File: config.mk
export PLATFORM = sky130hd
export DESIGN_NAME = uart_loader
export DESIGN_NICKNAME = d
export VERILOG_FILES = /design/src/rtl/uart_loader_pkg.sv /design/src/rtl/uart_loader_gap_timer.sv /design/src/rtl/uart_loader.sv
export SDC_FILE = /design/constraint.sdc
export NUM_CORES = 1
export LEC_CHECK = 0
export BUFFER_PORTS_ARGS = -buffer_cell sky130_fd_sc_hd__buf_2
export CELL_PAD_IN_SITES_DETAIL_PLACEMENT = 1
export CELL_PAD_IN_SITES_GLOBAL_PLACEMENT = 2
export CORE_MARGIN = 2
export CORE_UTILIZATION = 37
export CTS_CLUSTER_SIZE = 10
export DETAILED_ROUTE_END_ITERATION = 16
export PLACE_DENSITY = 0.88
export SYNTH_ARGS = -nofsm -noshare
export SYNTH_HDL_FRONTEND = slang
export SYNTH_SLANG_ARGS = --single-unit
File: constraint.sdc
create_clock -name clk -period 7.8 [get_ports clk]
set_clock_uncertainty 0.2 [all_clocks]
set_input_delay 1.56 -clock clk [delete_from_list [all_inputs] [get_ports clk]]
set_output_delay 1.56 -clock clk [all_outputs]
set_load 0.03 [all_outputs]
File: src/rtl/uart_loader_pkg.sv
// Shared types and lane constants for the UART instruction loader.
package uart_loader_pkg;

  typedef enum logic [1:0] {
    ST_IDLE  = 2'd0,
    ST_RECV  = 2'd1,
    ST_FLUSH = 2'd2,
    ST_DONE  = 2'd3
  } state_e;

  localparam int BYTES_PER_WORD = 4;
  localparam int BYTE_W         = 8;
  localparam int LANE_IDX_W     = $clog2(BYTES_PER_WORD);
  localparam logic [LANE_IDX_W-1:0] LAST_LANE = LANE_IDX_W'(BYTES_PER_WORD - 1);

endpackage

File: src/rtl/uart_loader_gap_timer.sv
// Inter-byte gap timer: pulses expired once TIMEOUT_CYCLES-1 armed cycles follow a restart.
module gap_timer #(
  parameter int TIMEOUT_CYCLES = 5_000_000
) (
  input  logic clk,
  input  logic rst_n,
  input  logic restart,
  input  logic arm,
  output logic expired
);

  localparam int CNT_W = (TIMEOUT_CYCLES > 1) ? $clog2(TIMEOUT_CYCLES) : 1;
  localparam logic [CNT_W-1:0] LAST = CNT_W'(TIMEOUT_CYCLES - 1);

  logic [CNT_W-1:0] cnt_q;

  always_ff @(posedge clk) begin
    if (!rst_n) begin
      cnt_q <= '0;
    end else if (restart || !arm || (cnt_q == LAST)) begin
      cnt_q <= '0;
    end else begin
      cnt_q <= cnt_q + CNT_W'(1);
    end
  end

  assign expired = arm && !restart && (cnt_q == LAST);

endmodule

File: src/rtl/uart_loader.sv
// Packs UART bytes into little-endian words and writes them to instruction memory.
// Optional running byte checksum enabled by defining UART_LOADER_CHECKSUM_EN.
module uart_loader
  import uart_loader_pkg::*;
#(
  parameter int WIDTH          = 32,
  parameter int ADDR_WIDTH     = 8,
  parameter int TIMEOUT_CYCLES = 5_000_000
) (
  input  logic                  clk,
  input  logic                  rst_n,
  input  logic                  load_en,
  input  logic [7:0]            rx_data,
  input  logic                  rx_done,
  output logic                  wr_en,
  output logic [ADDR_WIDTH-1:0] wr_addr,
  output logic [WIDTH-1:0]      wr_data,
  output logic                  busy,
  output logic                  done,
  output logic [ADDR_WIDTH:0]   word_count,
  output logic                  overflow,
  output logic [7:0]            checksum
);

  localparam logic [ADDR_WIDTH-1:0] ADDR_MAX = '1;
  localparam logic [ADDR_WIDTH:0]   WC_MAX   = {1'b1, {ADDR_WIDTH{1'b0}}};

  function automatic logic [ADDR_WIDTH:0] sat_inc(input logic [ADDR_WIDTH:0] v);
    return (v == WC_MAX) ? v : v + (ADDR_WIDTH + 1)'(1);
  endfunction

  state_e                  state_q, state_d;
  logic [LANE_IDX_W-1:0]   idx_q, idx_d;
  logic [WIDTH-1:0]        buf_q, buf_d;
  logic [WIDTH-1:0]        wr_data_q, wr_data_d;
  logic [ADDR_WIDTH-1:0]   addr_q, addr_d;
  logic [ADDR_WIDTH:0]     cnt_q, cnt_d;
  logic                    wr_en_q, wr_en_d;
  logic                    full_q, full_d;
  logic                    ovf_q, ovf_d;
  logic                    busy_q, done_q;
  logic                    byte_ok, load_start, full_now, arm, expired;

  assign byte_ok    = rx_done && (state_q == ST_RECV);
  assign load_start = (state_q == ST_IDLE) || ((state_q == ST_DONE) && load_en);
  assign arm        = (state_q == ST_RECV) && (idx_q != '0);
  // A byte landing while the last-address write is still on the bus already overflows.
  assign full_now   = full_q || (wr_en_q && (addr_q == ADDR_MAX));

  gap_timer #(
    .TIMEOUT_CYCLES(TIMEOUT_CYCLES)
  ) u_gap_timer (
    .clk    (clk),
    .rst_n  (rst_n),
    .restart(byte_ok),
    .arm    (arm),
    .expired(expired)
  );

  always_comb begin
    state_d   = state_q;
    idx_d     = idx_q;
    buf_d     = buf_q;
    wr_data_d = wr_data_q;
    addr_d    = addr_q;
    cnt_d     = cnt_q;
    full_d    = full_q;
    ovf_d     = ovf_q;
    wr_en_d   = 1'b0;

    if (wr_en_q) begin
      cnt_d = sat_inc(cnt_q);
      if (addr_q == ADDR_MAX) full_d = 1'b1;
      else                    addr_d = addr_q + ADDR_WIDTH'(1);
    end

    if (load_start) begin
      idx_d  = '0;
      buf_d  = '0;
      addr_d = '0;
      cnt_d  = '0;
      full_d = 1'b0;
      ovf_d  = 1'b0;
    end

    case (state_q)
      ST_IDLE, ST_DONE: begin
        if (load_en) state_d = ST_RECV;
      end
      ST_RECV: begin
        if (rx_done) begin
          if (full_now) begin
            ovf_d = 1'b1;
          end else if (idx_q == LAST_LANE) begin
            wr_en_d   = 1'b1;
            wr_data_d = {rx_data, buf_q[WIDTH-BYTE_W-1:0]};
            buf_d     = '0;
            idx_d     = '0;
          end else begin
            buf_d[BYTE_W*idx_q +: BYTE_W] = rx_data;
            idx_d = idx_q + LANE_IDX_W'(1);
          end
        end
        if (!load_en)     state_d = (idx_d != '0) ? ST_FLUSH : ST_DONE;
        else if (expired) state_d = ST_FLUSH;
      end
      ST_FLUSH: begin
        // Unfilled upper lanes are already zero: the buffer is cleared after every write.
        wr_en_d   = 1'b1;
        wr_data_d = buf_q;
        buf_d     = '0;
        idx_d     = '0;
        state_d   = load_en ? ST_RECV : ST_DONE;
      end
      default: state_d = ST_IDLE;
    endcase
  end

  always_ff @(posedge clk) begin
    if (!rst_n) begin
      state_q   <= ST_IDLE;
      idx_q     <= '0;
      buf_q     <= '0;
      wr_data_q <= '0;
      addr_q    <= '0;
      cnt_q     <= '0;
      wr_en_q   <= 1'b0;
      full_q    <= 1'b0;
      ovf_q     <= 1'b0;
      busy_q    <= 1'b0;
      done_q    <= 1'b0;
    end else begin
      state_q   <= state_d;
      idx_q     <= idx_d;
      buf_q     <= buf_d;
      wr_data_q <= wr_data_d;
      addr_q    <= addr_d;
      cnt_q     <= cnt_d;
      wr_en_q   <= wr_en_d;
      full_q    <= full_d;
      ovf_q     <= ovf_d;
      busy_q    <= (state_d == ST_RECV) || (state_d == ST_FLUSH);
      done_q    <= (state_d == ST_DONE);
    end
  end

`ifdef UART_LOADER_CHECKSUM_EN
  logic [7:0] sum_q;

  always_ff @(posedge clk) begin
    if (!rst_n)          sum_q <= '0;
    else if (load_start) sum_q <= '0;
    else if (byte_ok)    sum_q <= sum_q + rx_data;
  end

  assign checksum = sum_q;
`else
  assign checksum = '0;
`endif

  assign wr_en      = wr_en_q;
  assign wr_addr    = addr_q;
  assign wr_data    = wr_data_q;
  assign busy       = busy_q;
  assign done       = done_q;
  assign word_count = cnt_q;
  assign overflow   = ovf_q;

endmodule

==> metrics.md, run 1 <==
| Metric | Value |
|---|---|
| Die area | `15,900 um^2` |
| Syn Area/Cell | `8.56 um^2` |
| Mux share of post-synthesis cell area | `8.18%` |
| R2r setup slk | `4.66 ns` |
| Area Growth Syn to Fin | `18.2%` |
| Final hold slack | `0.254 ns` |
| Yosys warns | `0` |
| Initial Util | `37.9%` |
| Post-synthesis sequential area ratio | `41.1%` |
| Status | `finished, final reports clean` |
| IO Count | `73` |
| Hold_buf cts | `0` |
| GRT Total Usage | `18.5%` |
| Slowest-stage cell, CP | `and2_1` |
| Synth Area in Adders | `3.41%` |
| Unrepaired setup endpoints after global routing | `no` |
| Starting DRC count in detailed routing | `170` |
| Worst-path clk slew | `0.05 ns` |
| Wire length on met2 | `7.10 mm` |
| HP Start | `buf_q[16]$_SDFF_PN0_` |
| Total Nets Final | `711` |
| Relative slew slack | `19.5%` |
| RR Startpoint | `idx_q[0]$_SDFF_PN0_` |
| Hold path depth | `2` |
| Layout cells sized above 1 | `16.9%` |
| Reg2Reg Depth | `6` |
| CTS Buf Count | `17` |
| Detailed-route wire length | `14.2 mm` |
| Final Setup Violations | `0` |
| Hold Path Sink | `wr_data[16]$_SDFFE_PN0P_` |
| Period utilization | `47.5%` |
| Clock buffer depth | `2` |
| CTS root buffer | `clkbuf_16` |
| # rows | `44` |
| Post-Synth XOR/XNOR Area | `3.18%` |
| Cell count after synthesis | `643` |
| Max Freq | `270 MHz` |
| R2r endpoint | `buf_q[19]$_SDFF_PN0_` |
| Post-CTS sizing | `0` |
| Netlist cell types | `50` |
| Grt total ovfl | `0` |
| Core ar. | `14,500 um^2` |
| Final ANT Viol Nets | `0` |
| Cells along the critical path | `buf_2, buf_4, and2_1, a21oi_1, a211oi_1` |
| Clk sinks | `113` |
| Initial antenna violation count | `0` |
| DPL Wire Length | `9.59 mm` |
| Worst path required time | `7.91 ns` |
| Placer Congestion | `0.769` |
| Pwr/cell area | `244 nW/um^2` |
| Top sig layer | `met4` |
| CP max FO | `80` |
| Tot Pwr | `0.00159 W` |
| N_diodes | `0` |
| Die W | `126 um` |
| Fin. Hold Viols | `0` |
| Dominant synthesized flop cell | `dfxtp_1` |
| Synth Area in Compound Gates | `18.1%` |
| Main combinational cell family by area after synthesis | `simple AND/OR/NAND/NOR gates` |
| WL per Instance | `16.2 um` |
| Critical Path Max Stage Delay | `1.04 ns` |
| Input/output buffers | `64` |
| Largest net degree at the start of global routing | `81` |
| Post-synth EDFFs | `0` |
| Peak supply drop | `0.137 mV` |
| Fillers | `1,718` |
| Accumulated negative setup slack | `0 ns` |
| DRC Markers | `0` |
| Setup bufs post-CTS | `0` |
| First-pass GRT wire length | `24.0 mm` |
| Drt pass-1 iters | `4` |
| Arrival time of the worst setup path | `3.82 ns` |
| P_leak | `2.81 nW` |
| Clk Latency, worst-skew pair | `0.42 ns` |
| Htree depth | `4` |
| Vias in the first global route | `4,893` |
| Worst Setup Path Type | `in2reg` |
| Fraction of registers with async set/reset | `0%` |
| Max Slew Vio Count | `0` |
| Measured slew at the worst slew-check pin | `1.21 ns` |
| Chip height | `126 um` |
| Post-synthesis simple-gate area fraction | `20.3%` |
| Vias/cell | `5.38` |
| Tmin final | `3.71 ns` |
| DR vias | `4,738` |
| Maxcap violations | `0` |
| TritonCTS clock tree | `yes` |
| Worst Hold Class | `reg2reg` |
| DR WL met3 | `510 um` |
| Fin util | `44.8%` |
| Crit path capture type | `register` |
| Met1 wire length | `6.25 mm` |
| Yosys reg bits | `113` |
| Synth Cell Area | `5510 um^2` |
| Critical Path Source Type | `input port` |
## layout by cell type, fill, tap and decap left out, drive strengths merged, types with 14 or more instances in the layout
master,n
dfxtp,113
a21o,32
a21oi,50
inv,18
buf,68
nand2,106
a211oi,37
nor2,32
mux2i,36
clkbuf,22
nand3,18
o21ai,14
ha,15
## cell type report
cell class | instances | area [um^2] | area share [%]
repair buffers | 68 | 350 | 5.38
clock buffers | 22 | 474 | 7.28
inverters | 18 | 67.6 | 1.04
flip-flops and latches | 113 | 2260 | 34.7
well taps | 184 | 230 | 3.54
clock inverters | 10 | 156 | 2.40
multi-input cells | 466 | 2970 | 45.6
## synthesized netlist by cell type, types with 4 or more instances
cell type | count | area share [%]
ha_1 | 15 | 3.4
xor2_1 | 7 | 1.1
o21ai_0 | 13 | 1.2
a21o_1 | 32 | 4.4
mux2i_1 | 36 | 6.5
xnor2_1 | 13 | 2.1
nand2_1 | 106 | 7.2
and2_1 | 5 | 0.57
buf_4 | 8 | 1.1
buf_2 | 5 | 0.45
inv_1 | 18 | 1.2
clkbuf_1 | 35 | 2.4
a211oi_1 | 37 | 5.0
or4_1 | 6 | 0.82
buf_1 | 4 | 0.27
nand4b_1 | 9 | 1.4
nor3_1 | 6 | 0.55
mux2_2 | 8 | 1.6
nand4_1 | 10 | 1.1
nor3b_1 | 6 | 0.82
nor2_1 | 32 | 2.2
dfxtp_1 | 113 | 41
a21oi_1 | 48 | 4.4
nand3_1 | 18 | 1.6
or3_1 | 8 | 0.91
o31ai_1 | 5 | 0.68
## worst max-delay path: cells and delay by family
kind	cells	cell delay [ns]
simple gates	1	1.04
buf+inv	2	0.71
compound gates	2	0.49
## worst max path at each step
stage | to | cells after the start | from
after floorplan | buf_q[10]$_SDFF_PN0_ | 5 | rst_n
after global placement | buf_q[17]$_SDFF_PN0_ | 5 | rst_n
after detailed placement | buf_q[19]$_SDFF_PN0_ | 5 | rst_n
after CTS | buf_q[1]$_SDFF_PN0_ | 5 | rst_n
after global routing | buf_q[5]$_SDFF_PN0_ | 5 | rst_n
final | buf_q[5]$_SDFF_PN0_ | 5 | rst_n
## kinds of logic (layout without fill, tap and decap cells)
kind of cell,after synthesis,count (layout)
AND/OR/NAND/NOR,227,227
flip-flops,113,113
XOR/XNOR,20,20
multiplexers,44,44
other,1,8
AO/OA/AOI/OAI,152,152
adder cells (fa/ha/maj),15,15
buffers and inverters,71,118
## per-layer routing
layer	vias up	GRT usage, %
li1	2334	-
met1	2298	21.6
met2	73	31.9
met3	33	5.27
met4	0	7.50
met5	-	0
## per-stage QoR
stage	std cells	area (um^2)	worst slack (ns)
2_1_floorplan	650	5530	4.82
3_5_place_dp	849	5880	3.69
3_3_place_gp	849	5880	3.88
6_report	881	6510	4.09
5_1_grt	881	6510	3.85
4_1_cts	881	6510	4.07
## report_power, final
group          total [W]  switching, W  internal, W
logic           0.000166      0.000119    0.0000468
registers       0.000597    0.00000855     0.000589
clock network   0.000828      0.000270     0.000557
## flip-flops by register name (all words and copies together), names as in the netlist
register           cells
buf_q                 32
state_q                2
u_gap_timer.cnt_q     23
wr_data               32
word_count             9
wr_addr                8
full_q                 1
busy                   1
idx_q                  2
done                   1
wr_en                  1
overflow               1
(Power assumes the default switching activity.)
==> run 2: changes to the inputs <==
CORE_UTILIZATION = 35   (was 37)
PLACE_DENSITY = 0.84   (was 0.88)
clock period = 3.8 ns   (was 7.8 ns; I/O delays follow)
==> run 2 against run 1 <==
Against the previous run:
- first-iteration DRC count increased by 26%
- critical endpoint is now buf_q[19]$_SDFF_PN0_
- critical path type is now reg2reg
- critical path depth up 1
- clock power is 110% higher
- global-route usage shrank 0.24 points
- sequential share of layout area is 0.53 points lower
- total power grew 110%
- combinational power rose by 110%
==> metrics.md, run 2 (same netlist as run 1, synthesis figures left out) <==
| Metric | Value |
|---|---|
| Worst slack, placed | `0.602 ns (-3.09 ns)` |
| R2r endpoint | `buf_q[19]$_SDFF_PN0_` |
| Max Slew Vio Count | `0 (unchanged)` |
| R2r setup slk | `0.60 ns (-4.06 ns)` |
| Arrival time of the worst setup path | `3.32 ns (-0.50 ns)` |
| Sequential standard cell area | `2260 um^2 (unchanged)` |
| Detailed-route wire length | `14.5 mm (+2.0%)` |
| Max Freq | `313 MHz` |
| CTS Buf Count | `17 (unchanged)` |
| Clock buffer depth | `2 (unchanged)` |
| Cells after DPL | `883 (+4.0%)` |
| Top cell family by delay on the critical path | `simple AND/OR/NAND/NOR gates` |
| Cells along the critical path | `inv_1, ha_1, nor3b_1, nand2_1, a21o_1, a211oi_1` |
| Worst-path clk slew | `0.06 ns (about the same)` |
| Grt total ovfl | `0 (unchanged)` |
| Critical Path Max Stage Delay | `0.80 ns (-0.24 ns)` |
| Final Setup Violations | `0 (unchanged)` |
| Area occupied by multi-input gates | `2970 um^2 (unchanged)` |
| Worst setup margin | `0.600 ns (-3.49 ns)` |
| Clk Latency, worst-skew pair | `0.42 ns (about the same)` |
| TritonCTS clock tree | `yes` |
| Final ANT Viol Nets | `0 (unchanged)` |
| Post-CTS sizing | `0 (unchanged)` |
| Worst Path Buf+Inv | `1 (-1)` |
| DPL Wire Length | `10.0 mm (+4.7%)` |
| Hold Path Sink | `wr_data[12]$_SDFFE_PN0P_` |
| GRT Total Usage | `18.2% (-0.24 points)` |
| P_leak | `2.85 nW (+1.3%)` |
| Fillers | `1,787 (+4.0%)` |
| DRC Markers | `0 (unchanged)` |
| Drt pass-1 iters | `4 (unchanged)` |
| Area after DPL | `5980 um^2 (+1.7%)` |
| Clk sinks | `113 (unchanged)` |
| Period utilization | `84.2%` |
| RR Startpoint | `idx_q[0]$_SDFF_PN0_` |
| Chip height | `129 um (+2.7%)` |
| Relative slew slack | `33.1% (+14 points)` |
| Largest net degree at the start of global routing | `45 (-44%)` |
| Vias/cell | `5.25 (-2.5%)` |
| Critical Path Source Type | `register` |
| Layout cells sized above 1 | `17.6% (+0.68 points)` |
| Starting DRC count in detailed routing | `215 (+26%)` |
| CTS root buffer | `clkbuf_16` |
| Leading cell types in the layout, fill and taps excluded | `dfxtp_1, nand2_1, buf_2` |
| WL per Instance | `15.9 um (-1.8%)` |
| Instance count on the critical path | `6 (+1)` |
| HP Start | `buf_q[12]$_SDFF_PN0_` |
| Die W | `129 um (+2.7%)` |
| Worst path required time | `3.92 ns (-3.99 ns)` |
| Commonest non-fill, non-tap cell in the layout | `dfxtp_1` |
| Reg2Reg Depth | `6 (unchanged)` |
| Die area | `16,700 um^2 (+5.5%)` |
| Core ar. | `15,300 um^2 (+5.0%)` |
| Worst Setup Path Type | `reg2reg` |
| Input/output buffers | `64 (unchanged)` |
| DR vias | `4,800 (+1.3%)` |
| Vias in the first global route | `4,920 (+0.55%)` |
| Hold_buf cts | `0 (unchanged)` |
| Area Growth Syn to Fin | `20.1%` |
| Worst Hold Class | `reg2reg` |
| Fin. Hold Viols | `0 (unchanged)` |
| CP max FO | `19 (-76%)` |
| Measured slew at the worst slew-check pin | `0.997 ns (-0.210 ns)` |
| Unrepaired setup endpoints after global routing | `no` |
| Total Nets Final | `718 (+0.98%)` |
| Placer Congestion | `0.746 (-3.0%)` |
| First-pass GRT wire length | `24.1 mm (+0.60%)` |
| Setup bufs post-CTS | `0 (unchanged)` |
| Accumulated negative setup slack | `0 ns (unchanged)` |
| Crit path capture type | `register` |
| # rows | `45 (+2.3%)` |
| Tmin final | `3.20 ns` |
| Post-Layout Cell Count | `915 (+3.9%)` |
| Htree depth | `4 (unchanged)` |
| Design area | `6610 um^2 (+1.5%)` |
| N_diodes | `0 (unchanged)` |
| IO Count | `73 (unchanged)` |
| Maxcap violations | `0 (unchanged)` |
| Status | `finished, final reports clean` |
| Hold path depth | `2 (unchanged)` |
| Initial Util | `36.1% (-1.8 points)` |
| Pwr/cell area | `496 nW/um^2 (+100%)` |
| Peak supply drop | `0.322 mV (+140%)` |
| Slowest-stage cell, CP | `nor3b_1` |
| Initial antenna violation count | `0 (unchanged)` |
run 2: changes by cell type in the layout (fill, tap and decap cells not counted):
cell / before / now
buf_4: 4 / 10
clkinv_2: 4 / 2
clkinvlp_4: 1 / 2
buf_12: 0 / 1
clkbuf_1: 2 / 3
run 2: through the flow:
stage | hold slack (ns) | utilization, % | power [W]
2_1_floorplan | 0.235 | - | 0.00150
3_3_place_gp | 0.242 | 39.2 | 0.00159
3_5_place_dp | 0.254 | 39.2 | 0.00160
4_1_cts | 0.260 | 43.3 | 0.00332
5_1_grt | 0.284 | 43.3 | 0.00341
6_report | 0.257 | 43.3 | 0.00328
run 2: per-layer routing:
layer  vias up  share of wire [%]  global-route usage (%)
li1       2359                  -                       -
met1      2353                 44                    20.6
met2        64                 51                    32.8
met3        24                3.0                    4.79
met4         0                2.0                    7.40
met5         -                  0                       0
run 2: cell type report:
type,count,share of cell area [%]
timing repair buffer,75,6.28
clock buffer,23,7.23
clock inverter,9,2.33
sequential,113,34.2
inverter,18,1.02
tap,211,3.99
multi-input combinational,466,44.9
run 2: worst register-to-register path, stage by stage, from the launching register on:
cell	delay (ns)
dfxtp_1	0.72
inv_1	0.19
ha_1	0.59
nor3b_1	0.80
nand2_1	0.14
a21o_1	0.21
a211oi_1	0.25
run 2: worst max-delay path by stage:
stage / start / end / slack (ns)
final: idx_q[0]$_SDFF_PN0_ / buf_q[19]$_SDFF_PN0_ / 0.60
after CTS: idx_q[0]$_SDFF_PN0_ / buf_q[19]$_SDFF_PN0_ / 0.56
after detailed placement: idx_q[0]$_SDFF_PN0_ / buf_q[19]$_SDFF_PN0_ / 0.60
after global routing: idx_q[0]$_SDFF_PN0_ / buf_q[19]$_SDFF_PN0_ / 0.24
after global placement: idx_q[0]$_SDFF_PN0_ / buf_q[29]$_SDFF_PN0_ / 0.94
after floorplan: idx_q[0]$_SDFF_PN0_ / busy$_SDFF_PN0_ / 1.06
run 2: report_power, final:
| part | total [W] | switching (W) | internal, W |
|---|---|---|---|
| clock network | 0.00171 | 0.000559 | 0.00115 |
| logic | 0.000348 | 0.000245 | 0.000103 |
| registers | 0.00123 | 0.0000177 | 0.00121 |
==> run 3: changes to the inputs <==
clock period = 3.1 ns   (was 3.8 ns; I/O delays follow)
==> run 3 against run 2 <==
Against the previous run:
- sequential share of layout area about the same
- clock-buffer cell count down 5
- register-to-register slack about the same
- sequential cell count unchanged
- highest routed layer unchanged
- critical endpoint is now busy$_SDFF_PN0_
- die area unchanged
- clock power up 9%
- critical path depth up 2
- routed wire length down 2.4%
==> metrics.md, run 3 (same netlist as run 1, synthesis figures left out) <==
| Metric | Value |
|---|---|
| Final ANT Viol Nets | `0 (unchanged)` |
| Vias/cell | `5.12 (-2.4%)` |
| DRC Markers | `0 (unchanged)` |
| CTS Buf Count | `17 (unchanged)` |
| Worst Hold Class | `reg2reg` |
| Design area | `6610 um^2 (about the same)` |
| Max Slew Vio Count | `0 (unchanged)` |
| P_leak | `2.86 nW (+0.55%)` |
| Starting DRC count in detailed routing | `148 (-31%)` |
| M2 GR Usage | `31.6% (-1.2 points)` |
| Initial antenna violation count | `0 (unchanged)` |
| Input/output buffers | `64 (unchanged)` |
| Max Freq | `399 MHz (+28%)` |
| Chip height | `129 um (unchanged)` |
| Arrival time of the worst setup path | `2.60 ns (-0.72 ns)` |
| Reg2Reg Depth | `8 (+2)` |
| Setup bufs post-CTS | `0 (unchanged)` |
| Placer Congestion | `0.821 (+10%)` |
| Pwr/cell area | `577 nW/um^2 (+16%)` |
| RR Startpoint | `idx_q[1]$_SDFF_PN0_` |
| Tmin final | `2.50 ns (-0.696 ns)` |
| Commonest non-fill, non-tap cell in the layout | `dfxtp_1` |
| Die W | `129 um (unchanged)` |
| Total Nets Final | `728 (+1.4%)` |
| Accumulated negative setup slack | `0 ns (unchanged)` |
| Post-CTS sizing | `0 (unchanged)` |
| Fin util | `43.3% (about the same)` |
| GRT Total Usage | `17.6% (-0.63 points)` |
| Fin. Hold Viols | `0 (unchanged)` |
| Clock buffer depth | `2 (unchanged)` |
| Measured slew at the worst slew-check pin | `0.685 ns (-0.312 ns)` |
| Crit path launch | `idx_q[1]$_SDFF_PN0_` |
| WL per Instance | `15.3 um (-3.4%)` |
| Largest net degree at the start of global routing | `46 (+2.2%)` |
| Unrepaired setup endpoints after global routing | `no` |
| Period utilization | `80.8% (-3.4 points)` |
| Area after DPL | `6040 um^2 (+1.0%)` |
| CTS root buffer | `clkbuf_16` |
| Vias in the first global route | `4,785 (-2.7%)` |
| DR vias | `4,736 (-1.3%)` |
| TritonCTS clock tree | `yes` |
| DPL Wire Length | `10.2 mm (+1.7%)` |
| CP max FO | `12 (-7)` |
| Core ar. | `15,300 um^2 (unchanged)` |
| Worst-path clk slew | `0.06 ns (about the same)` |
| Gr busiest metal | `met2` |
| Area Growth Syn to Fin | `20.1% (about the same)` |
| First-pass GRT wire length | `23.6 mm (-2.2%)` |
| Maxcap violations | `0 (unchanged)` |
| N_diodes | `0 (unchanged)` |
| Relative slew slack | `54.3% (+21 points)` |
| Status | `finished, final reports clean` |
| Clk sinks | `113 (unchanged)` |
| Htree depth | `4 (unchanged)` |
| Clk Latency, worst-skew pair | `0.41 ns (about the same)` |
| # rows | `45 (unchanged)` |
| Hold_buf cts | `0 (unchanged)` |
| Drt pass-1 iters | `4 (unchanged)` |
| Worst path required time | `3.20 ns (-0.72 ns)` |
| Hold path depth | `2 (unchanged)` |
| Met3 Resource Use GR | `4.29% (-0.50 points)` |
| Grt total ovfl | `0 (unchanged)` |
| IO Count | `73 (unchanged)` |
| R2r endpoint | `busy$_SDFF_PN0_` |
| Crit path capture type | `register` |
| Final Setup Violations | `0 (unchanged)` |
| Layout cells sized above 1 | `19.0% (+1.4 points)` |
| Die area | `16,700 um^2 (unchanged)` |
| Leading cell types in the layout, fill and taps excluded | `dfxtp_1, nand2_1, buf_2` |
| Initial Util | `36.1% (unchanged)` |
| Detailed-route wire length | `14.2 mm (-2.4%)` |
| Peak supply drop | `0.366 mV (+14%)` |
| CP endpoint | `busy$_SDFF_PN0_` |
| Worst Setup Path Type | `reg2reg` |
| Met1 Track Usage GR | `21.0% (+0.45 points)` |
| Critical Path Source Type | `register` |
| R2r setup slk | `0.60 ns (about the same)` |
==> run 3: cell types whose count changed in the layout (fill, tap and decap cells not counted), moves of 2 or more <==
cell | previous run | this run
buf_4 | 10 | 21
bufinv_16 | 4 | 2
clkbuf_1 | 3 | 1
clkbuf_8 | 3 | 0
clkinv_2 | 2 | 5
clkinv_4 | 1 | 4
==> run 3: worst min path at each step <==
stage                                         from                       end
final                     wr_data[12]$_SDFFE_PN0P_  wr_data[12]$_SDFFE_PN0P_
after global routing          buf_q[20]$_SDFF_PN0_  wr_data[20]$_SDFFE_PN0P_
after CTS                     buf_q[23]$_SDFF_PN0_  wr_data[23]$_SDFFE_PN0P_
after detailed placement   wr_data[2]$_SDFFE_PN0P_   wr_data[2]$_SDFFE_PN0P_
after global placement    wr_data[15]$_SDFFE_PN0P_  wr_data[15]$_SDFFE_PN0P_
after floorplan                buf_q[0]$_SDFF_PN0_   wr_data[0]$_SDFFE_PN0P_
==> run 3: critical path, cell delays in order (launching register included) <==
cell     delay [ns]
dfxtp_1        0.41
inv_1          0.11
ha_1           0.30
nor3b_1        0.44
nand4_1        0.18
nor3_1         0.23
nor3_1         0.08
ha_1           0.29
and2_1         0.15
==> run 3: cell type report <==
type / instances / area, um^2
tap: 211 / 264
clock inverter: 14 / 143
inverter: 18 / 67.6
fill: 1811 / 8650
multi-input combinational: 466 / 2970
sequential: 113 / 2260
timing repair buffer: 85 / 478
clock buffer: 18 / 429
==> run 3: report_power, final <==
group | internal (W) | total [W] | switching, W
logic | 0.000140 | 0.000444 | 0.000305
registers | 0.00148 | 0.00150 | 0.0000159
clock network | 0.00118 | 0.00187 | 0.000698
==> run 3: per-layer routing <==
metal | share of wire [%] | vias up
li1 | - | 2384
met1 | 46 | 2289
met2 | 50 | 53
met3 | 2.7 | 10
met4 | 0.88 | 0
met5 | 0 | -
==> run 3: metrics by stage <==
stage,cells,hold slack (ns),worst slack [ns],power [W]
6_report,925,0.262,0.596,0.00382
4_1_cts,925,0.264,0.601,0.00386
3_3_place_gp,893,0.241,0.689,0.00196
5_1_grt,925,0.279,0.398,0.00397
3_5_place_dp,893,0.253,0.613,0.00197
2_1_floorplan,650,0.235,0.359,0.00184
